File: config.mk
export PLATFORM = sky130hd
export DESIGN_NAME = dmem_access_ctrl
export DESIGN_NICKNAME = d
export VERILOG_FILES = /design/src/rtl/dmem_access_ctrl.sv
export SDC_FILE = /design/constraint.sdc
export NUM_CORES = 1
export LEC_CHECK = 0
export ABC_AREA = 0
export BUFFER_PORTS_ARGS = -buffer_cell sky130_fd_sc_hd__buf_2
export CAP_MARGIN = 0
export CORE_ASPECT_RATIO = 1.1
export CORE_MARGIN = 3
export CORE_UTILIZATION = 49
export CTS_BUF_LIST = sky130_fd_sc_hd__clkbuf_2
export CTS_CLUSTER_DIAMETER = 120
export DETAILED_ROUTE_END_ITERATION = 16
export HOLD_SLACK_MARGIN = 0.08
export PLACE_DENSITY = 0.8
export SLEW_MARGIN = 0
export SYNTH_ARGS = -nofsm -noshare
export SYNTH_HDL_FRONTEND = slang
export SYNTH_SLANG_ARGS = --single-unit
File: constraint.sdc
create_clock -name clk -period 2.5 [get_ports clk]
set_input_delay 0.375 -clock clk [delete_from_list [all_inputs] [get_ports clk]]
set_output_delay 0.375 -clock clk [all_outputs]
set_load 0.02 [all_outputs]
File: src/rtl/dmem_access_ctrl.sv
// Data-memory access controller for the MEM stage.
// Turns a load/store request from EX/MEM into a single handshaked memory
// access, stalls the pipeline while it is outstanding and aborts after
// TIMEOUT cycles without an acknowledge.
module dmem_access_ctrl #(
  parameter int unsigned TIMEOUT = 15
) (
  input  logic        clk,
  input  logic        rst,
  input  logic        memread,
  input  logic        memwrite,
  input  logic [15:0] aluresult,
  input  logic [15:0] data_to_mem,
  input  logic [15:0] mem_rdata,
  input  logic        mem_ack,
  output logic        mem_req,
  output logic        mem_we,
  output logic [15:0] mem_addr,
  output logic [15:0] mem_wdata,
  output logic        stall,
  output logic [15:0] rdata_out,
  output logic        rdata_valid,
  output logic        timeout
);

  typedef enum logic [1:0] {
    IDLE,
    BUSY,
    DONE
  } state_t;

  // Counter value seen in the last BUSY cycle allowed before aborting.
  localparam logic [7:0] LP_WAIT_LAST = 8'(TIMEOUT - 1);

  state_t      r_state;
  state_t      w_next;
  logic        w_req;
  logic        w_tmo_hit;
  logic [7:0]  r_wait_cnt;
  logic        r_mem_req;
  logic        r_mem_we;
  logic [15:0] r_mem_addr;
  logic [15:0] r_mem_wdata;
  logic [15:0] r_rdata_out;
  logic        r_rdata_valid;
  logic        r_timeout;

  assign w_req     = memread | memwrite;
  assign w_tmo_hit = (r_wait_cnt == LP_WAIT_LAST);

  // State register.
  always_ff @(posedge clk or posedge rst) begin
    if (rst) r_state <= IDLE;
    else     r_state <= w_next;
  end

  // Next-state logic; DONE always returns to IDLE so a request still held
  // during DONE is not taken as a new access.
  always_comb begin
    w_next = r_state;
    unique case (r_state)
      IDLE:    if (w_req) w_next = BUSY;
      BUSY:    if (mem_ack || w_tmo_hit) w_next = DONE;
      DONE:    w_next = IDLE;
      default: w_next = IDLE;
    endcase
  end

  // Stall is combinational so the pipeline freezes in the same cycle the
  // request is first seen.
  always_comb begin
    stall = 1'b0;
    if ((r_state == IDLE && w_req) || r_state == BUSY) stall = 1'b1;
  end

  // Request latching, wait counting and result capture.
  always_ff @(posedge clk or posedge rst) begin
    if (rst) begin
      r_mem_req     <= 1'b0;
      r_mem_we      <= 1'b0;
      r_mem_addr    <= '0;
      r_mem_wdata   <= '0;
      r_rdata_out   <= '0;
      r_rdata_valid <= 1'b0;
      r_timeout     <= 1'b0;
      r_wait_cnt    <= '0;
    end else begin
      r_rdata_valid <= 1'b0;
      r_timeout     <= 1'b0;
      unique case (r_state)
        IDLE: begin
          if (w_req) begin
            r_mem_req   <= 1'b1;
            r_mem_we    <= memwrite;
            r_mem_addr  <= aluresult;
            r_mem_wdata <= data_to_mem;
            r_wait_cnt  <= '0;
          end
        end
        BUSY: begin
          // Ack is tested first so it wins over a simultaneous timeout.
          if (mem_ack) begin
            r_mem_req  <= 1'b0;
            r_wait_cnt <= '0;
            if (!r_mem_we) begin
              r_rdata_out   <= mem_rdata;
              r_rdata_valid <= 1'b1;
            end
          end else if (w_tmo_hit) begin
            r_mem_req   <= 1'b0;
            r_wait_cnt  <= '0;
            r_timeout   <= 1'b1;
            r_rdata_out <= '0;
          end else begin
            r_wait_cnt <= r_wait_cnt + 8'd1;
          end
        end
        default: ;
      endcase
    end
  end

  assign mem_req     = r_mem_req;
  assign mem_we      = r_mem_we;
  assign mem_addr    = r_mem_addr;
  assign mem_wdata   = r_mem_wdata;
  assign rdata_out   = r_rdata_out;
  assign rdata_valid = r_rdata_valid;
  assign timeout     = r_timeout;

endmodule

==> summary.txt, run 1 <==
==================================================================================
Top post-synthesis cells by area                                      sky130_fd_sc_hd__dfrtp_1 61%, sky130_fd_sc_hd__mux2_2 14%, sky130_fd_sc_hd__nand2_1 5.6%
Tightest Hold Check Type                                                    in2reg
Core Area                                                              0.00481 mm2
Number of top-level design ports                                               106
Cell Pwr Density                                                       1220 mW/mm2
Minimum clock period after layout                                          2120 ps
Horizontal extent of the die                                               74.6 um
Transition time of the tightest slew-check pin                              752 ps
Switching power                                                            1.64 mW
Via count of the routed design                                                2007
Final GP Congestion                                                          0.813
Fraction of power consumed by the clock network                              12.1%
Critical Path Source Type                                                     flop
Yosys warning count                                                              0
Routed Wire Length                                                         5.58 mm
Final Util                                                                   67.3%
Growth of design area from synthesis to finish                               27.6%
Instance count of the mapped netlist                                           208
Post-Route Skew                                                            15.5 ps
Drt first-iter violations                                                       53
Post-route antenna net violation count                                           0
FFs w/ async S/R, synth                                                       100%
Number of detailed-route iterations in the first pass                            5
Total standard cell area after synthesis                               0.00254 mm2
Leakage Power                                                              1.68 nW
Proportion of synthesized chip area in sequential cells                      61.1%
Remaining DRCs                                                                   0
Worst Min Path Start                                                  mem_rdata[10]
Post-synth cell types                                                           36
Setup_tns                                                                     0 ps
Number of flops mapped to enable cells by yosys                                  0
Overall die area                                                       0.00608 mm2
Avg Inst Size Synth                                                       12.2 um2
Final setup violation count                                                      0
Register-to-register setup slack                                            540 ps
Number of cells after detailed placement                                       364
Pin count of the biggest net entering global routing                            33
Share of final-layout standard cells stronger than drive strength 1          50.0%
Category of the critical setup timing path                                 reg2out
N_diodes                                                                         0
Gr ovfl total                                                                    0
Number of gates resized after CTS                                                0
Primary FF master, synth                                              sky130_fd_sc_hd__dfrtp_1
Avg Vias per Cell                                                             5.23
Final slew viol count                                                            0
Post-route setup slack                                                      383 ps
Post-route non-filler standard cell count                                      384
First-pass GRT wire length                                                 8.65 mm
Dpl hpwl                                                                   4.10 mm
Number of global-route vias before repair                                     1986
CTS tree                                                                      done
Arrival time of the worst setup path                                       1740 ps
Worst vdd ir                                                              0.701 mV
CTS Buf Count                                                                    9
Sinks on the clock net                                                          62
Max capacitance violation total                                                  0
Fraction of power spent switching nets                                       41.6%
Outcome                                                               complete, no violations
Nets@finish                                                                    378
Std-Cell Rows                                                                   26
Number of hold violations in the final report                                    0
Net Count, Synth                                                               263
Starting utilization of the core area                                        52.7%
Unrepaired setup endpoints after global routing                                 no
Global-route usage over all layers                                           19.0%
Number of buffers on the longest clock path                                      2
Area after DPL                                                         0.00312 mm2
Power share of the combinational group                                       45.7%
Maximum fanout count along the critical path                                     9
Final routed wire length divided by cell count                             14.5 um
CP endpoint kind                                                       output port
Die extent in y                                                            81.5 um
Total number of H-tree levels                                                    3
Pre-CTS setup slack                                                         576 ps
Fin crit share                                                               84.7%
Number of buffers inserted by post-CTS setup repair                              0
Worst R2R Start                                                       r_wait_cnt[0]
Count of state elements after synthesis                                         62
P_int                                                                      2.31 mW
CTS root buffer                                                       sky130_fd_sc_hd__clkbuf_2
Post-synthesis cell type with the largest combined area               sky130_fd_sc_hd__dfrtp_1
Proportion of netlist area held by the largest area contributor              61.1%
Worst skew pair latency                                                     470 ps
Port Buffer Count                                                              105
Post-route cell area                                                   0.00324 mm2
Relative slew slack                                                          49.7%
Maximum operating frequency                                                472 MHz
Required time of the critical path                                         2120 ps
Antenna violations before repair                                                 0
Clock transition at the registers of the reported paths                     160 ps
Worst setup path start                                                  r_state[0]
Sequential Power Share                                                       42.2%
==================================================================================
-- Yosys cell counts (all sizes together) (3+ instances only) --
library cell,n
buf,9
o21ai,6
dfrtp,62
nand2,38
nor2,3
nand2b,4
nand3,18
a21oi,5
a31oi,3
mux2,32
inv,4
-- power groups by stage --
stage	Combinational [mW]	Sequential, mW	Clock [mW]
finish	1.81	1.67	0.477
CTS	1.83	1.67	0.486
global route	1.97	1.73	0.541
global placement	1.79	1.67	0
floorplan	0.753	2.16	0
detailed placement	1.83	1.69	0
-- routing by layer --
| layer | vias up | GRT usage, % | share of wire [%] |
|---|---|---|---|
| met5 | - | 0 | 0 |
| li1 | 950 | - | - |
| met1 | 966 | 22.4 | 41 |
| met2 | 82 | 31.9 | 50 |
| met3 | 9 | 4.28 | 6.6 |
| met4 | 0 | 10.7 | 2.0 |
-- stage by stage --
step	total power, mW	hold slack (ps)
after CTS	3.99	82.2
after floorplan	2.91	481
final	3.95	118
after detailed placement	3.52	450
after global routing	4.24	80.2
after global placement	3.46	447
-- worst paths after layout --
check / cells past startpoint / endpoint
worst min register to register: 2 / rdata_out[1]
max in group asynchronous: 4 / rdata_out[0]
min in group asynchronous: 3 / r_state[1]
worst max register to register: 6 / rdata_out[2]
worst max-delay path: 4 / stall
worst min-delay path: 3 / rdata_out[10]
-- layout by cell type, fill, tap and decap left out, types with 3 or more instances in the layout --
| cell type | n |
|---|---|
| sky130_fd_sc_hd__buf_2 | 105 |
| sky130_fd_sc_hd__clkinv_2 | 3 |
| sky130_fd_sc_hd__dlygate4sd3_1 | 4 |
| sky130_fd_sc_hd__inv_1 | 3 |
| sky130_fd_sc_hd__nand3_1 | 18 |
| sky130_fd_sc_hd__dfrtp_1 | 62 |
| sky130_fd_sc_hd__nand2b_1 | 4 |
| sky130_fd_sc_hd__o21ai_0 | 4 |
| sky130_fd_sc_hd__buf_4 | 5 |
| sky130_fd_sc_hd__nand2_1 | 38 |
| sky130_fd_sc_hd__nor2_1 | 3 |
| sky130_fd_sc_hd__a21oi_1 | 4 |
| sky130_fd_sc_hd__mux2_2 | 32 |
| sky130_fd_sc_hd__clkbuf_2 | 11 |
-- logic make-up after synthesis --
logic type / Yosys count / synth area share, %
AND/OR/NAND/NOR: 78 / 15.3
flip-flops: 62 / 61.1
multiplexers: 32 / 14.2
AO/OA/AOI/OAI: 20 / 5.42
buffers and inverters: 14 / 2.96
adder cells (fa/ha/maj): 2 / 0.986
-- critical path, stage by stage, from the launching register on --
cell,delay [ps]
sky130_fd_sc_hd__dfrtp_1,460
sky130_fd_sc_hd__nor3_1,200
sky130_fd_sc_hd__or2_1,280
sky130_fd_sc_hd__inv_1,150
sky130_fd_sc_hd__buf_2,190
-- registers in the layout (all words and copies together) (netlist names) --
register	count
r_wait_cnt	8
r_state	2
mem_addr	16
mem_req	1
rdata_valid	1
mem_wdata	16
timeout	1
mem_we	1
rdata_out	16
-- final cells by class --
cell class / instances / area [um2]
timing repair buffer: 114 / 603
tap: 56 / 70.1
inverter: 4 / 15.0
clock buffer: 11 / 55.1
fill: 375 / 1580
sequential: 62 / 1550
clock inverter: 5 / 26.3
multi-input combinational: 132 / 918
-- timing repair --
| item | CTS | global route |
|---|---|---|
| endpoints found under the hold margin | 30 | 3 |
| endpoints found under the setup margin | 0 | 0 |
| hold buffers | 1 | 3 |
Note: power is estimated with default switching activity, not from simulation.
==> run 2, diff against run 1 <==
Settings changed: ABC_AREA 0 to 1, CORE_UTILIZATION 49 to 45, PLACE_DENSITY 0.8 to 0.77.
Clock period 2.5 ns to 1.7 ns, I/O delays scaled along.
==> run 2 against run 1 <==
- power rose by 58%
- clock skew rose by 1.4 ps
- die area up 16%
- critical path depth increased by 3
- register-to-register slack worse by 290 ps
- setup slack worse by 320 ps
- routed wire length increased by 32%
- final cell count grew 51%
- synthesized area up 7.8%
- sequential share of layout area down 8.9 points
- critical endpoint unchanged
- largest cell class unchanged
==> summary.txt, run 2 <==
=====================================================================================
Outcome                                                                  complete, no violations
Port Buffer Count                                                                 105   unchanged
First-pass GRT wire length                                                    11.8 mm   +36%
Worst vdd ir                                                                  1.09 mV   +56%
Avg Inst Size Synth                                                          8.12 um2   -33%
CTS tree                                                                         done
Instance count of the mapped netlist                                              337   +62%
Final routed wire length divided by cell count                                12.7 um   -13%
Multi-input gate area                                                         985 um2   +7.2%
Number of cells after detailed placement                                          511   +40%
Horizontal extent of the die                                                  80.4 um   +7.7%
Maximum operating frequency                                                   611 MHz
Family with the most delay on the worst path                             buffers and inverters
Number of global-route vias before repair                                        2638   +33%
Number of hold violations in the final report                                       0   unchanged
Critical Path Source Type                                                primary input
Post-synth cell types                                                              21   -42%
Post-route non-filler standard cell count                                         580   +51%
Area after DPL                                                            0.00333 mm2   +6.8%
Post-route antenna net violation count                                              0   unchanged
CP cell instances                                                        dlygate4sd3_1 > buf_2 > inv_1 > nand2_1 > nand2_2 > nand2_2 > buf_4
N_diodes                                                                            0   unchanged
Count of state elements after synthesis                                            62   unchanged
Required time of the critical path                                            1440 ps   -680 ps
Register cell area after layout                                           0.00155 mm2   unchanged
Share of final-layout standard cells stronger than drive strength 1             27.6%   -22 points
Top cell by count, worst path                                            sky130_fd_sc_hd__nand2_2
Unrepaired setup endpoints after global routing                                    no
Overall die area                                                          0.00706 mm2   +16%
Growth of design area from synthesis to finish                                  45.2%
Total standard cell area after synthesis                                  0.00274 mm2   +7.8%
Worst skew pair latency                                                        470 ps   about the same
Avg Vias per Cell                                                                4.67   -11%
CTS root buffer                                                          sky130_fd_sc_hd__clkbuf_2
Maximum fanout count along the critical path                                        4   -5
Dpl hpwl                                                                      4.28 mm   +4.5%
Top post-synthesis cells by area                                         sky130_fd_sc_hd__dfrtp_1 57%, sky130_fd_sc_hd__nand2_1 24%, sky130_fd_sc_hd__inv_1 4.7%
Die extent in y                                                               87.8 um   +7.7%
Yosys warning count                                                                 0   unchanged
Post-route cell area                                                      0.00398 mm2   +23%
Number of buffers on the longest clock path                                         2   unchanged
CTS Buf Count                                                                       9   unchanged
Category of the critical setup timing path                                     in2out
Clock transition at the registers of the reported paths                        170 ps   about the same
Proportion of synthesized chip area in sequential cells                         56.7%   -4.4 points
Drt first-iter violations                                                         180   +240%
Most frequent standard cell in the layout excluding fill and tap cells   sky130_fd_sc_hd__nand2_1
Relative slew slack                                                             75.5%   +26 points
Arrival time of the worst setup path                                          1380 ps   -360 ps
Routed Wire Length                                                            7.35 mm   +32%
Number of filler instances in the final layout                                    453   +21%
Transition time of the tightest slew-check pin                                 364 ps   -388 ps
Nets@finish                                                                       553   +46%
FFs w/ async S/R, synth                                                          100%   unchanged
Cell Pwr Density                                                          1570 mW/mm2   +28%
Buffers plus inverters on the worst setup path                                      4   +2
Antenna violations before repair                                                    0   unchanged
Leakage Power                                                                 2.37 nW   +41%
Cell with the most instances after synthesis                             sky130_fd_sc_hd__nand2_1
Leading cell types in the layout, fill and taps excluded                 171 x sky130_fd_sc_hd__nand2_1, 104 x sky130_fd_sc_hd__buf_2, 62 x sky130_fd_sc_hd__dfrtp_1
Number of flops mapped to enable cells by yosys                                     0   unchanged
Sinks on the clock net                                                             62   unchanged
Final slew viol count                                                               0   unchanged
Primary FF master, synth                                                 sky130_fd_sc_hd__dfrtp_1
CP endpoint kind                                                          output port
Most common library cells after synthesis                                173 x sky130_fd_sc_hd__nand2_1, 62 x sky130_fd_sc_hd__dfrtp_1, 34 x sky130_fd_sc_hd__inv_1, 20 x sky130_fd_sc_hd__nand3_1, 13 x sky130_fd_sc_hd__nor2_1
Number of detailed-route iterations in the first pass                               5   unchanged
Final GP Congestion                                                             0.779   -4.1%
Total number of H-tree levels                                                       3   unchanged
Starting utilization of the core area                                           46.9%   -5.9 points
Setup_tns                                                                        0 ps   unchanged
Max incr delay on CP                                                           540 ps   +80 ps
Number of top-level design ports                                                  106   unchanged
Final setup violation count                                                         0   unchanged
Core Area                                                                 0.00584 mm2   +21%
Remaining DRCs                                                                      0   unchanged
Proportion of netlist area held by the largest area contributor                 56.7%   -4.4 points
Gr ovfl total                                                                       0   unchanged
Via count of the routed design                                                   2710   +35%
Post-Route Skew                                                               16.9 ps   +1.44 ps
Fin crit share                                                                  96.3%
Net Count, Synth                                                                  392   +49%
Post-synthesis cell type with the largest combined area                  sky130_fd_sc_hd__dfrtp_1
Tot Pwr                                                                       6.23 mW   +58%
Global-route usage over all layers                                              21.7%   +2.7 points
Std-Cell Rows                                                                      29   +12%
CP max stage cell                                                        sky130_fd_sc_hd__dlygate4sd3_1
Pin count of the biggest net entering global routing                               63   +91%
Minimum clock period after layout                                             1640 ps
Tightest Hold Check Type                                                       in2reg
Max capacitance violation total                                                     0   unchanged
=====================================================================================
==> run 2: cell count changes after synthesis, moves of 3 or more <==
cell	change
sky130_fd_sc_hd__nor2_1	+10
sky130_fd_sc_hd__a21oi_1	-4
sky130_fd_sc_hd__nand2_1	+135
sky130_fd_sc_hd__inv_1	+30
sky130_fd_sc_hd__mux2_2	-32
sky130_fd_sc_hd__nand2b_1	-4
sky130_fd_sc_hd__nand2_2	+4
sky130_fd_sc_hd__clkbuf_1	+3
sky130_fd_sc_hd__nand4_1	+3
==> run 2: kinds of logic (layout without fill, tap and decap cells) <==
family / after synthesis / in the layout / synth area share, %
AO/OA/AOI/OAI: 6 / 6 / 1.14
XOR/XNOR: 2 / 2 / 0.640
adder cells (fa/ha/maj): 2 / 2 / 0.914
buffers and inverters: 47 / 213 / 7.54
flip-flops: 62 / 62 / 56.7
AND/OR/NAND/NOR: 218 / 218 / 33.1
==> run 2: cell type report <==
type,instances,area share [%]
clock buffer,10,1.26
clock inverter,6,1.57
inverter,35,3.40
multi-input combinational,228,24.8
sequential,62,39.0
tap,77,2.42
timing repair buffer,162,27.6
==> run 2: report_power, final <==
part	internal, mW	total [mW]	switching (mW)
registers	2.09	2.45	0.367
clock network	0.340	0.896	0.555
logic	0.978	2.88	1.90
total	3.41	6.23	2.82
==> run 2: what timing repair did <==
action	in CTS	in global routing
setup endpoints to repair	1	1
buffers inserted	1	1
pin swaps	1	2
endpoints found under the hold margin	113	0
resized for setup	2	1
hold buffers	51	0
==> run 2: routing by layer <==
metal | track usage, % | wire length, um | part of all wire [%] | up-vias
met3 | 8.02 | 626 | 8.5 | 21
met1 | 26.9 | 3110 | 42 | 1243
li1 | - | - | - | 1335
met5 | 0 | 0 | 0 | -
met2 | 34.0 | 3470 | 47 | 111
met4 | 9.68 | 146 | 2.0 | 0
==> run 2: path summary, 6_finish.rpt <==
check | from | end | slack (ps) | cells after the start
worst max-delay path | memwrite | stall | 60 | 7
worst min-delay path | memread | mem_we | 200 | 5
worst max register to register | r_wait_cnt[0] | mem_req | 250 | 7
worst min register to register | mem_addr[12] | mem_addr[12] | 500 | 2
max in group asynchronous | rst | rdata_out[13] | 1050 | 4
min in group asynchronous | rst | mem_wdata[13] | 380 | 4
==> run 2: worst register-to-register path: cells and delay by family (launching register included) <==
kind            cells  cell delay [ps]
buf+inv             1               70
fa+ha+maj           1              150
flops               1              450
simple gates        4              340
compound gates      1              340
==> run 2: stage by stage <==
step | utilization, % | hold WS, ps | setup WS (ps)
finish | 68.1 | 201 | 62.8
global route | 68.1 | 180 | 0.300
CTS | 67.9 | 181 | 19.9
detailed placement | 57.0 | 378 | 254
global placement | 57.0 | 374 | 310
floorplan | - | 365 | 363
